===== config.mk =====
export PLATFORM = sky130hd
export DESIGN_NAME = uart_tx
export DESIGN_NICKNAME = d
export VERILOG_FILES = /design/src/rtl/uart_tx.sv
export SDC_FILE = /design/constraint.sdc
export NUM_CORES = 1
export LEC_CHECK = 0
export CELL_PAD_IN_SITES_DETAIL_PLACEMENT = 1
export CELL_PAD_IN_SITES_GLOBAL_PLACEMENT = 1
export CORE_UTILIZATION = 41
export DETAILED_ROUTE_END_ITERATION = 8
export PLACE_DENSITY = 0.73
export SYNTH_ARGS = -nofsm -noshare
export SYNTH_HDL_FRONTEND = slang
export SYNTH_SLANG_ARGS = --single-unit

===== constraint.sdc =====
create_clock -name CLK -period 2.9 [get_ports CLK]
set_clock_uncertainty 0.1 [all_clocks]
set_input_delay 0.29 -clock CLK [delete_from_list [all_inputs] [get_ports CLK]]
set_output_delay 0.29 -clock CLK [all_outputs]
set_load 0.01 [all_outputs]

===== src/rtl/uart_tx.sv =====
// -----------------------------------------------------------------------------
// uart_tx
//
// Asynchronous serial transmitter. A parallel word is accepted through a
// valid/busy handshake and sent as: start bit (0), DATA_WIDTH data bits
// LSB first, an optional parity bit, and one stop bit (1). Every serial bit
// is held for PRESCALE clock cycles.
//
// Parameters
//   DATA_WIDTH  data bits per frame (>= 1)
//   PRESCALE    clock cycles per serial bit (>= 2)
//
// Ports
//   CLK         clock, all state changes on the rising edge
//   RST         asynchronous active-high reset
//   P_DATA      parallel word, captured on acceptance
//   DATA_VALID  send request, honoured only while idle
//   PAR_EN      1 = append a parity bit, captured on acceptance
//   PAR_TYP     0 = even parity, 1 = odd parity, captured on acceptance
//   TX_OUT      registered serial line, idles high
//   BUSY        registered, high while a frame is in progress
// -----------------------------------------------------------------------------
module uart_tx #(
  parameter int DATA_WIDTH = 8,
  parameter int PRESCALE   = 8
) (
  input  logic                  CLK,
  input  logic                  RST,
  input  logic [DATA_WIDTH-1:0] P_DATA,
  input  logic                  DATA_VALID,
  input  logic                  PAR_EN,
  input  logic                  PAR_TYP,
  output logic                  TX_OUT,
  output logic                  BUSY
);

  localparam int CNT_W = $clog2(PRESCALE);
  localparam int IDX_W = $clog2(DATA_WIDTH + 1);

  localparam logic [CNT_W-1:0] CNT_LAST = CNT_W'(PRESCALE - 1);
  localparam logic [IDX_W-1:0] IDX_LAST = IDX_W'(DATA_WIDTH - 1);

  typedef enum logic [2:0] {
    S_IDLE,
    S_START,
    S_DATA,
    S_PARITY,
    S_STOP
  } state_e;

  state_e                  state_q,   state_d;
  logic [CNT_W-1:0]        cnt_q,     cnt_d;
  logic [IDX_W-1:0]        idx_q,     idx_d;
  logic [DATA_WIDTH-1:0]   shadow_q,  shadow_d;
  logic                    par_en_q,  par_en_d;
  logic                    par_typ_q, par_typ_d;
  logic                    tx_q,      tx_d;
  logic                    busy_q,    busy_d;

  logic                    bit_done;
  logic                    data_bit;

  // Last cycle of the current serial bit.
  assign bit_done = (cnt_q == CNT_LAST);

  // ---------------------------------------------------------------------------
  // Next-state logic
  // ---------------------------------------------------------------------------
  always_comb begin
    // NOTE: every signal written here gets a default first, so no path through
    // the case statement can leave one unassigned and infer a latch.
    state_d   = state_q;
    cnt_d     = cnt_q;
    idx_d     = idx_q;
    shadow_d  = shadow_q;
    par_en_d  = par_en_q;
    par_typ_d = par_typ_q;

    unique case (state_q)
      S_IDLE: begin
        if (DATA_VALID) begin
          shadow_d  = P_DATA;
          par_en_d  = PAR_EN;
          par_typ_d = PAR_TYP;
          cnt_d     = '0;
          state_d   = S_START;
        end
      end

      S_START: begin
        if (bit_done) begin
          cnt_d   = '0;
          idx_d   = '0;
          state_d = S_DATA;
        end else begin
          cnt_d = cnt_q + CNT_W'(1);
        end
      end

      S_DATA: begin
        if (bit_done) begin
          cnt_d = '0;
          if (idx_q == IDX_LAST) begin
            state_d = par_en_q ? S_PARITY : S_STOP;
          end else begin
            idx_d = idx_q + IDX_W'(1);
          end
        end else begin
          cnt_d = cnt_q + CNT_W'(1);
        end
      end

      S_PARITY: begin
        if (bit_done) begin
          cnt_d   = '0;
          state_d = S_STOP;
        end else begin
          cnt_d = cnt_q + CNT_W'(1);
        end
      end

      S_STOP: begin
        if (bit_done) begin
          cnt_d   = '0;
          state_d = S_IDLE;
        end else begin
          cnt_d = cnt_q + CNT_W'(1);
        end
      end

      default: begin
        cnt_d   = '0;
        state_d = S_IDLE;
      end
    endcase
  end

  // ---------------------------------------------------------------------------
  // Output decode. The outputs are registered, so they are computed from the
  // *next* state: the line already shows the start bit in the cycle right
  // after the acceptance edge, and BUSY drops on the edge that ends the stop
  // bit. No input reaches an output without passing through a flop.
  // ---------------------------------------------------------------------------
  always_comb begin
    data_bit = 1'b0;
    // Explicit mux rather than a variable part-select: the index register is
    // one bit wider than needed to address the shadow word.
    for (int i = 0; i < DATA_WIDTH; i++) begin
      if (idx_d == IDX_W'(i)) data_bit = shadow_d[i];
    end

    tx_d = 1'b1;
    unique case (state_d)
      S_IDLE:   tx_d = 1'b1;
      S_START:  tx_d = 1'b0;
      S_DATA:   tx_d = data_bit;
      S_PARITY: tx_d = (^shadow_d) ^ par_typ_d;
      S_STOP:   tx_d = 1'b1;
      default:  tx_d = 1'b1;
    endcase

    busy_d = (state_d != S_IDLE);
  end

  // ---------------------------------------------------------------------------
  // State registers
  // ---------------------------------------------------------------------------
  always_ff @(posedge CLK or posedge RST) begin
    if (RST) begin
      state_q   <= S_IDLE;
      cnt_q     <= '0;
      idx_q     <= '0;
      // NOTE: the shadow word is reset as well, even though it is always
      // reloaded before use, so that no stale data survives a reset.
      shadow_q  <= '0;
      par_en_q  <= 1'b0;
      par_typ_q <= 1'b0;
      tx_q      <= 1'b1;
      busy_q    <= 1'b0;
    end else begin
      // NOTE: non-blocking assignments so every flop samples the values that
      // existed before this edge, independent of statement order.
      state_q   <= state_d;
      cnt_q     <= cnt_d;
      idx_q     <= idx_d;
      shadow_q  <= shadow_d;
      par_en_q  <= par_en_d;
      par_typ_q <= par_typ_d;
      tx_q      <= tx_d;
      busy_q    <= busy_d;
    end
  end

  assign TX_OUT = tx_q;
  assign BUSY   = busy_q;

endmodule


# == After elaboration in Yosys (flattened, before gate mapping) ==
# Index checks and enable logic that the tools add are counted.
# word_totals
elab_cells,62
regBits,22
output_inout_bits,2
in_bits,13
# classes
bitwise_logic,1
eq_ne,17
mux,28
add_sub_neg,2
reduce_logical,6
# ops
op,n
two-way mux 3 bit,9
== test 4 x 3 -> 1 bit (second input constant),5
two-way mux 8 bit,2
case mux 3 bit (5 select lines),1
== test 3 x 2 -> 1 bit (second input constant),4
two-way mux 4 bit,3
two-way mux 1 bit,10
== test 4 x 2 -> 1 bit (second input constant),2
case mux 4 bit (2 select lines),1
XOR reduction 8 bit,1
== test 3 x 1 -> 1 bit (second input constant),2
== test 3 bit (second input constant),2
case mux 3 bit (2 select lines),1
adder 4 x 1 -> 4 bit (second input constant),1
== test 4 x 1 -> 1 bit (second input constant),1
zero test 4 bit,1
OR reduction 4 bit,1
adder 3 x 1 -> 3 bit (second input constant),1
zero test 3 bit,1
case mux 1 bit (3 select lines),1
nonzero test 3 bit,1
!= test 2 bit (second input constant),1
AND reduction 2 bit,1
XOR 1 bit,1

# == Logic depth before layout (Yosys ltp) ==
# Gate-level depths: netlist of run 1.
# logic_depth
depth_word,14
ltp_mapped,9

# == Least setup slack after synthesis of run 1 ==
# No wires, ideal clock.
# synth_timing
kind,register to register
startpoint,register cnt_q[0]
endpoint,register tx_q (netlist: TX_OUT)
setup_slack_ps,729
stages_incl_launch_ff,10
setup_time_ps,78
required_ps,2722
arrival_time_ps,1993
cell_sequence,dfrtp_1 ha_1 ha_1 buf_2 a21oi_1 and4bb_1 nor2_1 mux2i_1 o211ai_1 a31o_1
# synth_via
elab_chain_cells,13
# synth_rtl
item,line,text
"start, declared",52,"logic [CNT_W-1:0] cnt_q, cnt_d;"
"start signal, assigned",184,cnt_q <= cnt_d;
== test 3 bit *,64,assign bit_done = (cnt_q == CNT_LAST);
"two-way mux 4 bit, on equally long branches","101, 91",
case mux 4 bit (2 select lines),79,unique case (state_q)
zero test 4 bit,149,if (idx_d == IDX_W'(i)) data_bit = shadow_d[i];
two-way mux 1 bit (8 in a row),149,
case mux 1 bit (3 select lines) *,153,unique case (state_d)
named net tx_d,57,"logic tx_q, tx_d;"
"end signal, assigned",189,tx_q <= tx_d;
"end, declared",57,
# The timed path passes the listed nets; every way through them passes the cells marked *.
# A chain may end at the register's enable or synchronous reset.

# == Final worst setup path of run 1 ==
# Ends and elaborated chain as after synthesis.

==> impl_results.md, run 1 <==
* Min cycle time layout at 2.438 ns
* Core Box Area at 3103 µm²
* # Post-CTS Setup Buffers at 0
* Post-synthesis compound-gate area fraction at 13.29%
* Clock Pin Slew Worst Setup and Hold Paths at 0.14 ns
* Critical path required time at 3.06 ns
* Post-Route WL at 3031 µm
* CTS Sinks at 22
* Worst Tran Pin Value at 0.8603 ns
* Mean Syn Cell Area at 10.42 µm²
* CTS Hold Buffers Added at 0
* CTS max path bufs at 2
* CP max FO at 10
* Syn Inst Count at 131
* Die area at 3564 µm²
* Largest net degree at the start of global routing at 23
* Multiplexer share of the synthesized area at 10.72%
* Share of the synthesized area in the top cell type at 38.50%
* Pre-CTS setup slack at 0.2726 ns
* Vias in the first global route at 1018
* Synth top area cells: dfrtp_1 38%, xnor2_1 5.1%, mux2_2 4.1%
* Pleak at 0.7060 nW
* Clk root buf: clkbuf_4
* Final Hold Viols at 0
* # nets final at 165
* Layout cell share with drive strength beyond 1 at 12.16%
* Finished Layout Cells at 192
* Port Buf Inserts at 14
* Post-Synth Simple-Gate Area at 17.87%
* Chip Width at 59.70 µm
* Diodes inserted at 0
* Min-Delay Path Class: input port to asynchronous set/reset pin
* Fillers at 361
* Synth async-reset ratio at 100.0%
* Synth cell count leaders: 21 x dfrtp_1, 8 x a21oi_1, 8 x xnor2_1
* Worst Setup Path Type: flip-flop to flip-flop
* First-pass GRT wire length at 4968 µm
* Max-cap violations at 0
* # IOs at 15
* Setup TNS Final at 0 ns
* Syn. warnings at 0
* F_max at 0.4102 GHz
* P&R area growth vs syn at 18.33%
* Largest family of logic cells by synthesized area: simple AND/OR/NAND/NOR gates
* Xor and xnor fraction of the mapped netlist area at 11.00%
* Cell variety after synth at 46
* EDFF count, synth at 0
* Sequential share of the synthesized area at 40.42%
* Power Density at 1107 nW/µm²
* Post-Synth Adder-Cell Area at 2.750%
* Iter 0 DRT Violations at 23
* Synth Register Bits at 22
* Synthesized cell area at 1365 µm²
* Register Area at 551.8 µm²
* Initial Util at 43.99%
* Crit path capture type: flip-flop
* DR pass1 iterations at 4
* CP arrival at 2.60 ns
* GRT Total Usage at 19.26%
* # setup viols final at 0
* Multi-input logic area at 759.5 µm²
* Fin Hold WS at 0.3372 ns
* TritonCTS clock tree: built
* Total gr overflow at 0
* Post-DRT Antenna Nets at 0
* Leading area contributor after synthesis: dfrtp_1
* DP HPWL at 2320 µm
* Post-Syn Nets at 147
* Initial antenna violation count at 0
* Vias per Instance at 5.406
* Routed len/inst at 15.79 µm
* TritonCTS buffer count at 3
* CP Launch Type: flip-flop
* Post-Place Cells at 188
* DRC viols at 0
* Most frequent cell after synthesis: dfrtp_1
* Cell Rows at 20
* Main synth FF type: dfrtp_1
* Total number of vias at 1038
* Peak VDD IR at 0.4193 mV
* Cts repair resizes at 0
* Unrepaired setup endpoints after global routing: no
* Worst slew margin at 42.59%
* Period utilization at 84.07%
* Worst setup margin at 0.4621 ns
* Die height at 59.70 µm
* Worst-Skew Late Latency at 0.32 ns
* Slew Viols, Final at 0
* Final core utilization at 52.06%
* GPL Wtd Cong at 0.8064
* Outcome: finished, final reports clean
* H-tree depth at 1
## stage by stage
step / area [µm²] / power (mW)
floorplan: 1365 / 1.306
global placement: 1563 / 1.512
detailed placement: 1563 / 1.557
CTS: 1615 / 1.804
global route: 1615 / 1.941
finish: 1615 / 1.789
## cell type report
class	count	share of cell area, %
multi-input combinational	97	47.02
sequential	22	34.16
timing repair buffer	18	10.53
tap	44	3.408
clock inverter	1	1.859
inverter	7	1.627
clock buffer	3	1.394
## routing by layer
| layer | up-vias | part of all wire [%] | GRT usage (%) |
|---|---|---|---|
| met2 | 19 | 48 | 31.59 |
| met3 | 4 | 3.0 | 2.597 |
| li1 | 511 | - | - |
| met1 | 504 | 49 | 26.34 |
| met5 | - | 0 | 0 |
| met4 | 0 | 0.89 | 5.980 |
## power by group
part	switching [mW]	internal [mW]	total (mW)
Clock	0.103	0.140	0.243
Combinational	0.460	0.529	0.989
Sequential	0.104	0.452	0.557
## cells in the final DEF, fill, tap and decap left out, drive strengths merged, types with 2 or more instances in the layout
master,synthesis,final
dfrtp,21,21
clkdlybuf4s50,0,14
mux2,10,10
a21oi,8,8
xnor2,8,8
inv,7,7
nor2,6,6
o21ai,6,6
nand3,4,4
and3,4,4
nand2,4,4
o211ai,4,4
xor2,4,4
buf,2,4
nand4,3,3
mux2i,3,3
ha,3,3
clkbuf,3,3
and3b,2,2
nand2b,2,2
nand3b,2,2
nor2b,2,2
or3,2,2
xnor3,2,2
or2,2,2
## kinds of logic after synthesis
logic type	count (synthesis)
DFF	22
adders and majority gates	3
xor gates and xnor gates	14
and+or+nand+nor	39
muxes	13
buffers and inverters	12
AOI/OAI and AO/OA	28
## registers in the layout (all words and copies together), names as in the netlist
name,flops
BUSY,1
TX_OUT,1
cnt_q,3
idx_q,4
par_en_q,1
par_typ_q,1
shadow_q,8
state_q,3
## worst max-delay path, cell delays in order, from the launching register on
cell,delay (ns)
dfrtp_1,0.44
ha_1,0.22
ha_1,0.30
a21oi_1,0.16
and4bb_1,0.25
nor2_1,0.36
mux2i_1,0.28
o211ai_1,0.10
a31o_1,0.18
## final timing paths
kind	to	cells past startpoint	from	slack [ns]
min in group CLK	par_typ_q$_DFF_PP0_	1	par_typ_q$_DFF_PP0_	0.46
worst max register to register	TX_OUT$_DFF_PP1_	8	cnt_q[0]$_DFFE_PP0P_	0.46
worst max-delay path	TX_OUT$_DFF_PP1_	8	cnt_q[0]$_DFFE_PP0P_	0.46
max in group asynchronous	shadow_q[1]$_DFF_PP0_	2	RST	1.83
worst min-delay path	state_q[2]$_DFF_PP0_	2	RST	0.34
worst min register to register	par_typ_q$_DFF_PP0_	1	par_typ_q$_DFF_PP0_	0.46
Note: power is estimated with default switching activity, not from simulation.
==> run 2, diff against run 1 <==
- clock period: 2.9 -> 2.3 ns (I/O delays scaled with it)
==> run 2 against run 1 <==
Compared with the run above:
- register-to-register slack got worse by 0.40 ns
- worst hold slack lost 0.19 ns
- setup slack got worse by 0.40 ns
- die area unchanged
- clock power shrank 22%
- sequential power rose by 29%
- flip-flop and latch count is the same
- utilization up 2.4 points
- non-clock buffer count up 8
- routed wire length rose by 8.0%
- clock-buffer cell count rose by 1
- critical path depth is 1 higher
- largest cell class unchanged
==> impl_results.md, run 2 (synthesized netlist as in run 1, its figures left out) <==
* Outcome: finished, final reports clean
* Worst Setup Path Type: flip-flop to flip-flop
* CP max FO at 9 (-1)
* GRT Total Usage at 20.73% (+1.5 points)
* Min-Delay Path Class: input port to asynchronous set/reset pin
* Total gr overflow at 0 (unchanged)
* Fin Hold WS at 0.1486 ns (-0.1886 ns)
* DR pass1 iterations at 4 (unchanged)
* Port Buf Inserts at 14 (unchanged)
* F_max at 0.4466 GHz (+8.9%)
* Chip Width at 59.70 µm (unchanged)
* Pleak at 0.7421 nW (+5.1%)
* Power Total at 2.276 mW (+27%)
* Final core utilization at 54.44% (+2.4 points)
* Worst slew margin at 75.76% (+33 points)
* # IOs at 15 (unchanged)
* CTS Sinks at 22 (unchanged)
* Slew Viols, Final at 0 (unchanged)
* Peak VDD IR at 0.5933 mV (+41%)
* Routed len/inst at 16.37 µm (+3.7%)
* Die area at 3564 µm² (unchanged)
* Critical path required time at 2.46 ns (-0.60 ns)
* GPL Wtd Cong at 0.8528 (+5.8%)
* Initial antenna violation count at 0 (unchanged)
* Iter 0 DRT Violations at 28 (+22%)
* Crit path capture type: flip-flop
* Clk root buf: clkbuf_4
* Commonest non-fill, non-tap cell in the layout: dfrtp_1
* Diodes inserted at 0 (unchanged)
* Largest net degree at the start of global routing at 23 (unchanged)
* Min cycle time layout at 2.239 ns (-0.1987 ns)
* Layout cell share with drive strength beyond 1 at 18.59% (+6.4 points)
* CP Launch Type: flip-flop
* Initial Util at 43.99% (unchanged)
* Max reg flops at 8 (unchanged)
* Vias in the first global route at 1173 (+15%)
* Clock Pin Slew Worst Setup and Hold Paths at 0.13 ns (about the same)
* Largest Register: shadow_q
* Vias per Instance at 5.340 (-1.2%)
* P&R area growth vs syn at 23.74%
* Pre-CTS setup slack at -0.1633 ns (-0.4359 ns)
* DRC viols at 0 (unchanged)
* Power Density at 1347 nW/µm² (+22%)
* Most frequent cells in the layout: 21 x dfrtp_1, 14 x clkdlybuf4s50_1, 12 x buf_4
* CTS max path bufs at 2 (unchanged)
* Total number of vias at 1068 (+2.9%)
* Post-DRT Antenna Nets at 0 (unchanged)
* Post-Route WL at 3273 µm (+8.0%)
* First-pass GRT wire length at 5416 µm (+9.0%)
* Worst setup margin at 0.06082 ns (-0.4013 ns)
* # setup viols final at 0 (unchanged)
* Cell Rows at 20 (unchanged)
* Period utilization at 97.36% (+13 points)
* Core Box Area at 3103 µm² (unchanged)
* DP HPWL at 2481 µm (+7.0%)
* CTS Hold Buffers Added at 0 (unchanged)
* TritonCTS buffer count at 3 (unchanged)
* Die height at 59.70 µm (unchanged)
* Max-cap violations at 0 (unchanged)
* Worst Tran Pin Value at 0.3614 ns (-0.4989 ns)
* Final Hold Viols at 0 (unchanged)
* Fillers at 372 (+3.0%)
* H-tree depth at 1 (unchanged)
* Largest regs: shadow_q: 8 flops, idx_q: 4 flops
* TritonCTS clock tree: built
* Worst-Skew Late Latency at 0.32 ns (about the same)
* # nets final at 173 (+4.8%)
* CP arrival at 2.40 ns (-0.20 ns)
-- run 2: final timing paths --
check | from | endpoint | slack (ns) | depth (start not counted)
setup / recovery | cnt_q[1]$_DFFE_PP0P_ | TX_OUT$_DFF_PP1_ | 0.06 | 9
hold / removal | RST | state_q[1]$_DFF_PP0_ | 0.15 | 3
hold reg to reg | par_typ_q$_DFF_PP0_ | par_typ_q$_DFF_PP0_ | 0.45 | 1
min in group CLK | par_typ_q$_DFF_PP0_ | par_typ_q$_DFF_PP0_ | 0.45 | 1
max in group asynchronous | RST | TX_OUT$_DFF_PP1_ | 1.66 | 3
setup reg to reg | cnt_q[1]$_DFFE_PP0P_ | TX_OUT$_DFF_PP1_ | 0.06 | 9
-- run 2: timing repair --
| action | CTS | global route |
|---|---|---|
| setup endpoints to repair | 1 | 1 |
| pin swaps | 0 | 0 |
| buffers inserted | 0 | 0 |
| gates resized for setup | 2 | 6 |
-- run 2: final cells by class --
cell class | instances | area [µm²] | area share (%)
inverter | 7 | 26.28 | 1.556
multi-input combinational | 97 | 799.5 | 47.33
sequential | 22 | 551.8 | 32.67
timing repair buffer | 26 | 230.2 | 13.63
clock buffer | 4 | 26.28 | 1.556
tap | 44 | 55.05 | 3.259
-- run 2: power by group --
group / internal [mW] / switching (mW)
combinational: 0.740 / 0.630
sequential: 0.571 / 0.147
clock: 0.0678 / 0.121
total: 1.38 / 0.898
-- run 2: per-layer routing --
layer | track usage (%) | share of wire [%] | vias up | routed length [µm]
met4 | 5.980 | 0.82 | 0 | 27
met3 | 2.814 | 2.3 | 4 | 74
met1 | 24.55 | 46 | 525 | 1493
met2 | 38.57 | 51 | 15 | 1677
li1 | - | - | 524 | -
met5 | 0 | 0 | - | 0
-- run 2: worst max-delay path: stages (launching register included) --
cell,delay [ns]
dfrtp_1,0.42
ha_1,0.22
ha_4,0.20
and3b_1,0.20
o31ai_2,0.36
buf_4,0.18
or3_1,0.10
o211ai_1,0.12
o211ai_1,0.13
a31o_1,0.16
-- run 2: through the flow --
step / cells / TNS [ns] / cell area, µm²
floorplan: 131 / 0 / 1365
global placement: 196 / -0.1345 / 1623
detailed placement: 196 / -0.1633 / 1623
CTS: 200 / 0 / 1657
global route: 200 / -0.008444 / 1689
finish: 200 / 0 / 1689
==> run 3, diff against run 2 <==
- TNS_END_PERCENT: not set -> 50
==> results of run 3 <==
No change in the layout: final DEF, timing and power equal those of run 2.
